`src/rtl/mips_pkg.sv`:
```
// mips_pkg: opcodes, MEM-stage FSM states, byte enables and load/store decode helpers (BYTE_ACCESS_EN adds sub-word ops)
package mips_pkg;
  localparam logic [5:0] OP_LW = 6'h23, OP_SW = 6'h2B;
  localparam logic [5:0] OP_LB = 6'h20, OP_LH = 6'h21, OP_LBU = 6'h24, OP_LHU = 6'h25;
  localparam logic [5:0] OP_SB = 6'h28, OP_SH = 6'h29;
  localparam logic [3:0] BE_WORD = 4'hF, BE_LO = 4'h3, BE_HI = 4'hC, BE_B0 = 4'h1;
  typedef enum logic {IDLE, ACCESS} mau_state_t;
  function automatic logic is_load(input logic [5:0] op);
`ifdef BYTE_ACCESS_EN
    return op inside {OP_LW, OP_LB, OP_LH, OP_LBU, OP_LHU};
`else
    return op == OP_LW;
`endif
  endfunction
  function automatic logic is_store(input logic [5:0] op);
`ifdef BYTE_ACCESS_EN
    return op inside {OP_SW, OP_SB, OP_SH};
`else
    return op == OP_SW;
`endif
  endfunction
endpackage

```
`src/rtl/load_align_ext.sv`:
```
// load_align_ext: picks the addressed byte/halfword lane of a read word and sign/zero-extends it (built only with BYTE_ACCESS_EN)
// ports: op (load opcode), off (byte offset), rdata (bus word) -> data (register value)
`ifdef BYTE_ACCESS_EN
module load_align_ext
  import mips_pkg::*;
(
  input  logic [5:0]  op,
  input  logic [1:0]  off,
  input  logic [31:0] rdata,
  output logic [31:0] data
);
  logic [7:0]  b;
  logic [15:0] h;
  assign b = rdata[8*off +: 8];
  assign h = off[1] ? rdata[31:16] : rdata[15:0];
  always_comb
    data = op == OP_LB  ? {{24{b[7]}}, b} :
           op == OP_LBU ? {24'b0, b} :
           op == OP_LH  ? {{16{h[15]}}, h} :
           op == OP_LHU ? {16'b0, h} : rdata;
endmodule
`endif

```
`src/rtl/mem_access_unit.sv`:
```
// mem_access_unit: MEM-stage engine; runs LW/SW (and sub-word ops with BYTE_ACCESS_EN) as req/ack bus transactions, passes other instructions through
// ports: clk, reset (async active-low); EX/MEM inputs in_valid/instructionin/addressin/aluin/zeroin/datain; stall back to EX/MEM;
//        dmem_* data-memory bus; MEM/WB outputs out_valid/instructionout/addressout/aluout/zeroout/memdataout/err
module mem_access_unit
  import mips_pkg::*;
#(
  parameter int TIMEOUT_CYCLES = 16,
  parameter int ADDR_W = 32
) (
  input  logic              clk,
  input  logic              reset,
  input  logic              in_valid,
  input  logic [31:0]       instructionin,
  input  logic [31:0]       addressin,
  input  logic [31:0]       aluin,
  input  logic              zeroin,
  input  logic [31:0]       datain,
  output logic              stall,
  output logic              dmem_req,
  output logic              dmem_we,
  output logic [ADDR_W-1:0] dmem_addr,
  output logic [3:0]        dmem_be,
  output logic [31:0]       dmem_wdata,
  input  logic [31:0]       dmem_rdata,
  input  logic              dmem_ack,
  output logic              out_valid,
  output logic [31:0]       instructionout,
  output logic [31:0]       addressout,
  output logic [31:0]       aluout,
  output logic              zeroout,
  output logic [31:0]       memdataout,
  output logic              err
);
  localparam int CW = TIMEOUT_CYCLES > 1 ? $clog2(TIMEOUT_CYCLES) : 1;
  mau_state_t state, state_n;
  logic [CW-1:0] cnt;
  logic [5:0] op;
  logic mem_op, mis, timeout;
  logic [3:0] be;
  logic [31:0] wd, ld_data;
  assign op = instructionin[31:26];
  assign mem_op = is_load(op) || is_store(op);
  assign stall = state == ACCESS;
  assign timeout = TIMEOUT_CYCLES != 0 && cnt == CW'(TIMEOUT_CYCLES - 1);
`ifdef BYTE_ACCESS_EN
  logic byte_op, half_op;
  assign byte_op = op inside {OP_LB, OP_LBU, OP_SB};
  assign half_op = op inside {OP_LH, OP_LHU, OP_SH};
  assign mis = byte_op ? 1'b0 : half_op ? aluin[0] : aluin[1:0] != 2'b00;
  assign be = byte_op ? BE_B0 << aluin[1:0] : half_op ? (aluin[1] ? BE_HI : BE_LO) : BE_WORD;
  assign wd = byte_op ? {4{datain[7:0]}} : half_op ? {2{datain[15:0]}} : datain;
  // the accepted instruction and its address stay in the pass-through registers for the whole access
  load_align_ext u_ext (.op(instructionout[31:26]), .off(aluout[1:0]), .rdata(dmem_rdata), .data(ld_data));
`else
  assign mis = aluin[1:0] != 2'b00;
  assign be = BE_WORD;
  assign wd = datain;
  assign ld_data = dmem_rdata;
`endif
  always_ff @(posedge clk or negedge reset)
    if (!reset) state <= IDLE;
    else state <= state_n;
  always_comb
    state_n = state == IDLE ? (in_valid && mem_op && !mis ? ACCESS : IDLE) :
              (dmem_ack || timeout ? IDLE : ACCESS);
  always_ff @(posedge clk or negedge reset)
    if (!reset) begin
      cnt <= '0;
      dmem_req <= 1'b0;
      dmem_we <= 1'b0;
      dmem_addr <= '0;
      dmem_be <= 4'h0;
      dmem_wdata <= '0;
      out_valid <= 1'b0;
      err <= 1'b0;
      memdataout <= '0;
      instructionout <= '0;
      addressout <= '0;
      aluout <= '0;
      zeroout <= 1'b0;
    end else if (state == IDLE) begin
      if (in_valid) begin
        instructionout <= instructionin;
        addressout <= addressin;
        aluout <= aluin;
        zeroout <= zeroin;
        memdataout <= '0;
        cnt <= '0;
        if (mem_op && !mis) begin
          dmem_req <= 1'b1;
          dmem_we <= is_store(op);
          dmem_addr <= {aluin[ADDR_W-1:2], 2'b00};
          dmem_be <= be;
          dmem_wdata <= wd;
          out_valid <= 1'b0;
        end else begin
          out_valid <= 1'b1;
          err <= mem_op;
        end
      end else out_valid <= 1'b0;
    end else if (dmem_ack) begin
      dmem_req <= 1'b0;
      dmem_we <= 1'b0;
      out_valid <= 1'b1;
      err <= 1'b0;
      memdataout <= is_load(instructionout[31:26]) ? ld_data : '0;
    end else if (timeout) begin
      dmem_req <= 1'b0;
      out_valid <= 1'b1;
      err <= 1'b1;
      memdataout <= '0;
    end else cnt <= cnt + 1'b1;
endmodule

```
`config.mk`:
```
export PLATFORM = sky130hd
export DESIGN_NAME = mem_access_unit
export DESIGN_NICKNAME = d
export VERILOG_FILES = /design/src/rtl/mips_pkg.sv /design/src/rtl/load_align_ext.sv /design/src/rtl/mem_access_unit.sv
export SDC_FILE = /design/constraint.sdc
export NUM_CORES = 1
export LEC_CHECK = 0
export BUFFER_PORTS_ARGS = -buffer_cell sky130_fd_sc_hd__buf_2
export CAP_MARGIN = 15
export CORE_AREA = 2 2 143 145
export CTS_BUF_LIST = sky130_fd_sc_hd__clkbuf_8
export DETAILED_ROUTE_END_ITERATION = 7
export DIE_AREA = 0 0 145 147
export PLACE_DENSITY = 0.69
export SYNTH_ARGS = -nofsm -noshare
export SYNTH_HDL_FRONTEND = slang
export SYNTH_HIERARCHICAL = 1
export SYNTH_SLANG_ARGS = --single-unit
```
`constraint.sdc`:
```
create_clock -name clk -period 1.9 [get_ports clk]
set_clock_uncertainty 0.05 [all_clocks]
set_input_delay 0.285 -clock clk [delete_from_list [all_inputs] [get_ports clk]]
set_output_delay 0.285 -clock clk [all_outputs]
set_load 0.02 [all_outputs]
```
==> results of run 1 <==
state kept, by name, summed over array words and instances (netlist names), 4 cells and up:
name and count:
addressout 32, dmem_addr 30, dmem_wdata 32, memdataout 32
aluout 32, cnt 4, instructionout 32
per-stage QoR:
step           instances  power (mW)
2_1_floorplan        673        5.63
3_3_place_gp        1285        6.36
3_5_place_dp        1285        6.39
4_1_cts             1508        10.4
5_1_grt             1508        10.8
6_report            1508        10.3
path summary, 6_finish.rpt:
kind / startpoint / end / slack, ns / cells after the start
max in group asynchronous: reset / instructionout[19]$_DFFE_PN0P_ / 0.91 / 3
hold / removal: instructionin[30] / instructionout[30]$_DFFE_PN0P_ / 0.12 / 3
setup / recovery: aluin[1] / dmem_addr[18]$_DFFE_PN0P_ / 0.16 / 6
min in group asynchronous: reset / dmem_be[0]$_DFFE_PN0P_ / 0.29 / 2
setup reg to reg: stall$_DFF_PN0_ / memdataout[14]$_DFFE_PN0P_ / 0.19 / 5
hold reg to reg: instructionout[22]$_DFFE_PN0P_ / instructionout[22]$_DFFE_PN0P_ / 0.42 / 2
tightest hold or removal path: stages:
cell,delay (ns)
buf_2,0.12
inv_1,0.11
o21ai_0,0.09
metal layers:
| layer | GRT usage, % | vias up |
|---|---|---|
| met2 | 40.8 | 306 |
| met3 | 5.34 | 75 |
| li1 | - | 3266 |
| met5 | 0 | - |
| met4 | 10.6 | 0 |
| met1 | 26.8 | 3417 |
kinds of logic (layout without fill, tap and decap cells):
family / after synthesis / in the layout
simple gates: 313 / 313
flops: 201 / 201
mux: 64 / 64
compound gates: 48 / 48
buf+inv: 44 / 609
fa+ha+maj: 1 / 1
other cells: 1 / 2
power by group through the flow:
stage / clock network [mW] / logic, mW / registers (mW)
after floorplan: 0 / 0.424 / 5.21
after global placement: 0 / 1.54 / 4.82
after detailed placement: 0 / 1.57 / 4.82
after CTS: 3.79 / 1.83 / 4.76
after global routing: 4.02 / 1.98 / 4.80
final: 3.68 / 1.84 / 4.77
synthesized netlist by cell type, types with 3 or more instances:
library cell	count	area share, %
nand2_1	295	14
dfrtp_1	201	64
mux2_4	48	9.2
a22o_1	32	3.6
clkbuf_1	15	0.72
mux2_2	15	2.2
buf_2	8	0.51
buf_1	7	0.34
buf_6	6	0.87
buf_4	5	0.48
a21oi_1	3	0.19
a31oi_1	3	0.24
inv_1	3	0.14
nand2b_1	3	0.24
nand3_1	3	0.19
nor2_1	3	0.14
nor3_1	3	0.19
area by class of cell:
type | instances | area (um^2)
fill | 1510 | 7520
tap | 270 | 338
clock buffer | 41 | 564
multi-input combinational | 428 | 2580
inverter | 3 | 11.3
timing repair buffer | 544 | 3710
sequential | 201 | 5030
clock inverter | 21 | 93.8
==> summary.md, run 1 <==
| Metric | Value |
|---|---|
| Buf+Inv Stages, Crit Path | `3` |
| Fin util | `62.1%` |
| WHS | `0.115 ns` |
| Simple-Gate Fraction of Synth Area | `between 10% and 20%` |
| Effective utilization at floorplan | `around 40%` |
| Residual overflow from global routing | `0` |
| Worst-path fanout max | `22` |
| Met1 wire length | `9530 um` |
| Gpl congestion | `between 0.7 and 0.8` |
| XOR/XNOR share of the synthesized area | `0%` |
| IO Pins | `between 300 and 400` |
| Clock Pin Slew Worst Setup and Hold Paths | `~0.060 ns` |
| Pin count of the biggest net entering global routing | `97` |
| Routed length on met3 | `1390 um` |
| CTS tree | `yes` |
| H-tree levels | `2` |
| Worst path max stage delay | `about 0.53 ns` |
| Routed WL per cell | `16.3 um` |
| Die area | `between 20000 and 25000 um^2` |
| CP Data Required Time | `between 2 and 2.5 ns` |
| Largest family of logic cells by synthesized area | `simple AND/OR/NAND/NOR gates` |
| Final setup violation count | `0` |
| Commonest non-fill, non-tap cells in the layout | `363 x buf_2, 295 x nand2_1, 201 x dfrtp_1` |
| Final net count | `~1.4k` |
| Cell family with most CP delay | `buffers and inverters` |
| Post-Syn Area | `about 7800 um^2` |
| Most common cell after layout, fill and taps aside | `buf_2` |
| ANT nets after route | `0` |
| EDFF count, synth | `0` |
| Total negative slack | `0 ns` |
| Total GRT Usage | `between 20% and 30%` |
| Combinational share of power | `17.9%` |
| Fmax | `575 MHz` |
| Fraction of registers with async set/reset | `100%` |
| Share of layout cells above drive strength 1 | `between 40% and 50%` |
| Area Overhead vs Synth | `58.0%` |
| Chip Height | `about 150 um` |
| Met2 Routed Length | `12600 um` |
| Peak VDD IR | `0.523 mV` |
| Die X | `145 um` |
| Cell area after layout | `12300 um^2` |
| Row cnt | `52` |
| CTS hold repair buffers | `161` |
| Clock latency on the worst-skew pair | `0.49 ns` |
| Final-report hold violation count | `0` |
| First-pass GRT wire length | `about 40000 um` |
| Vias per cell | `~4.7` |
| Buffer count from post-CTS setup fixing | `0` |
| Max clock buf depth | `3` |
| Vias in the first global route | `about 7.5k` |
| Post-Route WL | `approximately 25000 um` |
| Core Region | `between 15000 and 20000 um^2` |
| Worst Setup End Kind | `register` |
| Clock power frac | `35.8%` |
| Switching Share | `28.3%` |
| Clock buffer count from CTS | `36` |
| Highest metal used | `met4` |
| Slowest-stage cell, CP | `dlygate4sd3_1` |
| DP Wirelength | `about 15000 um` |
| Int Pwr | `approximately 7.4 mW` |
| Critical Path Source Type | `primary input` |
| CTS sink count | `approximately 200` |
| Seq/Total Area, Yosys | `between 60 and 70%` |
| Critical path class | `primary input to register` |
| RSZ-0062 raised after global routing | `no` |
| # DRC | `0` |
| Max_cap viols | `0` |
| DP Area | `slightly above 10000 um^2` |
| Mapped Cells | `around 670` |
| Sw power | `about 3 mW` |
| Cell breakdown of the critical path | `dlygate4sd3_1, buf_2, nor4b_4, nand3_4, buf_12, mux2_4` |
| Ys flop type | `dfrtp_1` |
| #FFs+latches synth | `about 200` |
| Pre-CTS setup slack | `just under 0.2 ns` |
| Worst hold path type | `primary input to register` |
| Synth cell types | `33` |
| Minimum clock period | `roughly 1.7 ns` |
| Multiplexer share of the synthesized area | `11.5%` |
| Number of DRC markers in iteration 0 | `254` |
| Pins Over Slew Limit | `0` |
| Flop pwr share | `between 40 and 50%` |
| Post-Synth Adder-Cell Area | `0.160%` |
| I/O Buffers | `about 360` |
| Final WS setup | `0.160 ns` |
| Final period utilization | `about nine tenths` |
| Root Buffer | `clkbuf_8` |
| Ant diodes | `0` |
| Initial antenna violation count | `0` |
| First-pass detailed-route iteration total | `6` |
| Arr. time, crit path | `between 2 and 2.5 ns` |
| Lkg Pwr | `about 7 nW` |
| Detailed-route via count | `7064` |
| Synth Area in Compound Gates | `4.94%` |
| Outcome | `complete, no violations` |
| Yosys warns | `6` |
| PwrDens | `around 830 nW/um^2` |
| CTS resizes | `0` |
| Syn avg cell area | `approximately 12 um^2` |
Note: power is estimated with default switching activity, not from simulation.
==> run 2: changes to the inputs <==
--- a/config.mk
+++ b/config.mk
@@ -7,11 +7,11 @@
 export LEC_CHECK = 0
 export BUFFER_PORTS_ARGS = -buffer_cell sky130_fd_sc_hd__buf_2
 export CAP_MARGIN = 15
-export CORE_AREA = 2 2 143 145
+export CORE_AREA = 2 2 182 130
 export CTS_BUF_LIST = sky130_fd_sc_hd__clkbuf_8
 export DETAILED_ROUTE_END_ITERATION = 7
-export DIE_AREA = 0 0 145 147
-export PLACE_DENSITY = 0.69
+export DIE_AREA = 0 0 184 132
+export PLACE_DENSITY = 0.62
 export SYNTH_ARGS = -nofsm -noshare
 export SYNTH_HDL_FRONTEND = slang
 export SYNTH_HIERARCHICAL = 1
==> summary.md, run 2 (synthesized netlist as in run 1, its figures left out) <==
| Metric | Value |
|---|---|
| Outcome | `complete, no violations` |
| Row cnt | `46` |
| WHS | `between 0.1 and 0.15 ns` |
| Core Region | `22400 um^2` |
| Number of DRC markers in iteration 0 | `roughly 340` |
| Worst hold path type | `primary input to register` |
| First-pass detailed-route iteration total | `4` |
| Fmax | `~550 MHz` |
| Root Buffer | `clkbuf_8` |
| Vias in the first global route | `~7.4k` |
| Arr. time, crit path | `2.14 ns` |
| Die X | `between 150 and 200 um` |
| Combinational share of power | `between 15 and 20%` |
| Post-Route WL | `25200 um` |
| Worst-path fanout max | `23` |
| Clock power frac | `between 30% and 40%` |
| Total GRT Usage | `between 20% and 30%` |
| Lkg Pwr | `approximately 7.0 nW` |
| Commonest non-fill, non-tap cells in the layout | `363 x buf_2, 295 x nand2_1, 201 x dfrtp_1` |
| Critical Path Source Type | `primary input` |
| Clock buffer count from CTS | `34` |
| Vias per cell | `roughly 4.5` |
| Routed WL per cell | `approximately 17 um` |
| Sw power | `just under 3 mW` |
| CTS sink count | `201` |
| DP Wirelength | `between 15000 and 20000 um` |
| Max_cap viols | `0` |
| PwrDens | `843 nW/um^2` |
| Clock latency on the worst-skew pair | `0.50 ns` |
| Max clock buf depth | `3` |
| Ant diodes | `0` |
| H-tree levels | `2` |
| Detailed-route via count | `about 6.9k` |
| Worst Setup End Kind | `register` |
| Final setup violation count | `0` |
| Peak VDD IR | `about 0.51 mV` |
| Residual overflow from global routing | `0` |
| Final net count | `between 1k and 1.5k` |
| CP Data Required Time | `about 2.2 ns` |
| Effective utilization at floorplan | `between 30% and 40%` |
| First-pass GRT wire length | `around 40000 um` |
| Final-report hold violation count | `0` |
| Final period utilization | `~96%` |
| Share of layout cells above drive strength 1 | `around two fifths` |
| IO Pins | `367` |
| RSZ-0062 raised after global routing | `no` |
| # DRC | `0` |
| Minimum clock period | `~1.8 ns` |
| Flop pwr share | `between 40% and 50%` |
| Initial antenna violation count | `0` |
| CTS tree | `yes` |
| ANT nets after route | `0` |
| Critical path class | `primary input to register` |
| I/O Buffers | `364` |
| Pin count of the biggest net entering global routing | `75` |
| Area Overhead vs Synth | `58.3%` |
| Post-layout power | `10.4 mW` |
| Chip Height | `132 um` |
| Gpl congestion | `between 0.7 and 0.8` |
| Pins Over Slew Limit | `0` |
| Int Pwr | `between 7 and 8 mW` |
| Clock Pin Slew Worst Setup and Hold Paths | `about 0.060 ns` |
| Die area | `between 20000 and 25000 um^2` |
| Total negative slack | `0 ns` |
| Most common cell after layout, fill and taps aside | `buf_2` |
| Switching Share | `between 20 and 30%` |
[run 2: cell types whose count changed in the layout (fill, tap and decap cells not counted)]
cell / delta
bufinv_16: +1
clkinv_2: -1
clkinvlp_4: -2
buf_4: -1
[run 2: layout make-up]
type / instances / area (um^2)
fillers: 1901 / 10100
flip-flops and latches: 201 / 5030
repair buffers: 543 / 3700
multi-input cells: 428 / 2580
clock buffers: 41 / 564
well taps: 288 / 360
clock inverters: 19 / 104
inverters: 3 / 11.3
[run 2: final timing paths]
path / slack [ns] / cells after the start / start / to
setup / recovery: 0.08 / 6 / aluin[1] / dmem_addr[14]$_DFFE_PN0P_
hold / removal: 0.10 / 3 / instructionin[30] / instructionout[30]$_DFFE_PN0P_
setup reg to reg: 0.22 / 4 / stall$_DFF_PN0_ / dmem_addr[14]$_DFFE_PN0P_
hold reg to reg: 0.42 / 2 / aluout[14]$_DFFE_PN0P_ / aluout[14]$_DFFE_PN0P_
max in group asynchronous: 0.93 / 3 / reset / aluout[16]$_DFFE_PN0P_
min in group asynchronous: 0.26 / 2 / reset / dmem_wdata[6]$_DFFE_PN0P_
[run 2: stage by stage]
step           worst slack, ns  util [%]  std cells  cell area (um^2)
2_1_floorplan            0.323         -        673              7810
3_3_place_gp             0.151      44.9       1302             10100
3_5_place_dp             0.115      44.9       1302             10100
4_1_cts                  0.103      55.0       1523             12400
5_1_grt                 0.0222      55.0       1523             12400
6_report                0.0761      55.0       1523             12400
[run 2: routing by layer]
layer	up-vias	track usage, %	wire length, um
met3	51	5.64	1920
met1	3326	25.3	10400
met2	290	34.6	12300
li1	3262	-	-
met4	0	6.76	620
met5	-	0	0
[run 2: critical path, cell delays in order]
cell	delay (ns)
dlygate4sd3_1	0.54
buf_2	0.15
nor4b_4	0.39
nand3_4	0.12
buf_4	0.30
mux2_4	0.34
[run 2: repair_timing]
action / in CTS / in global routing
setup buffers: 0 / 0
endpoints found under the hold margin: 232 / 0
hold buffers: 161 / 0
gates resized for setup: 0 / 0
[run 2: power groups by stage]
stage | Sequential, mW | Combinational (mW) | Clock (mW)
final | 4.77 | 1.85 | 3.79
after global routing | 4.80 | 1.99 | 4.16
after CTS | 4.76 | 1.85 | 3.94
after detailed placement | 4.83 | 1.59 | 0
after global placement | 4.83 | 1.57 | 0
after floorplan | 5.21 | 0.424 | 0
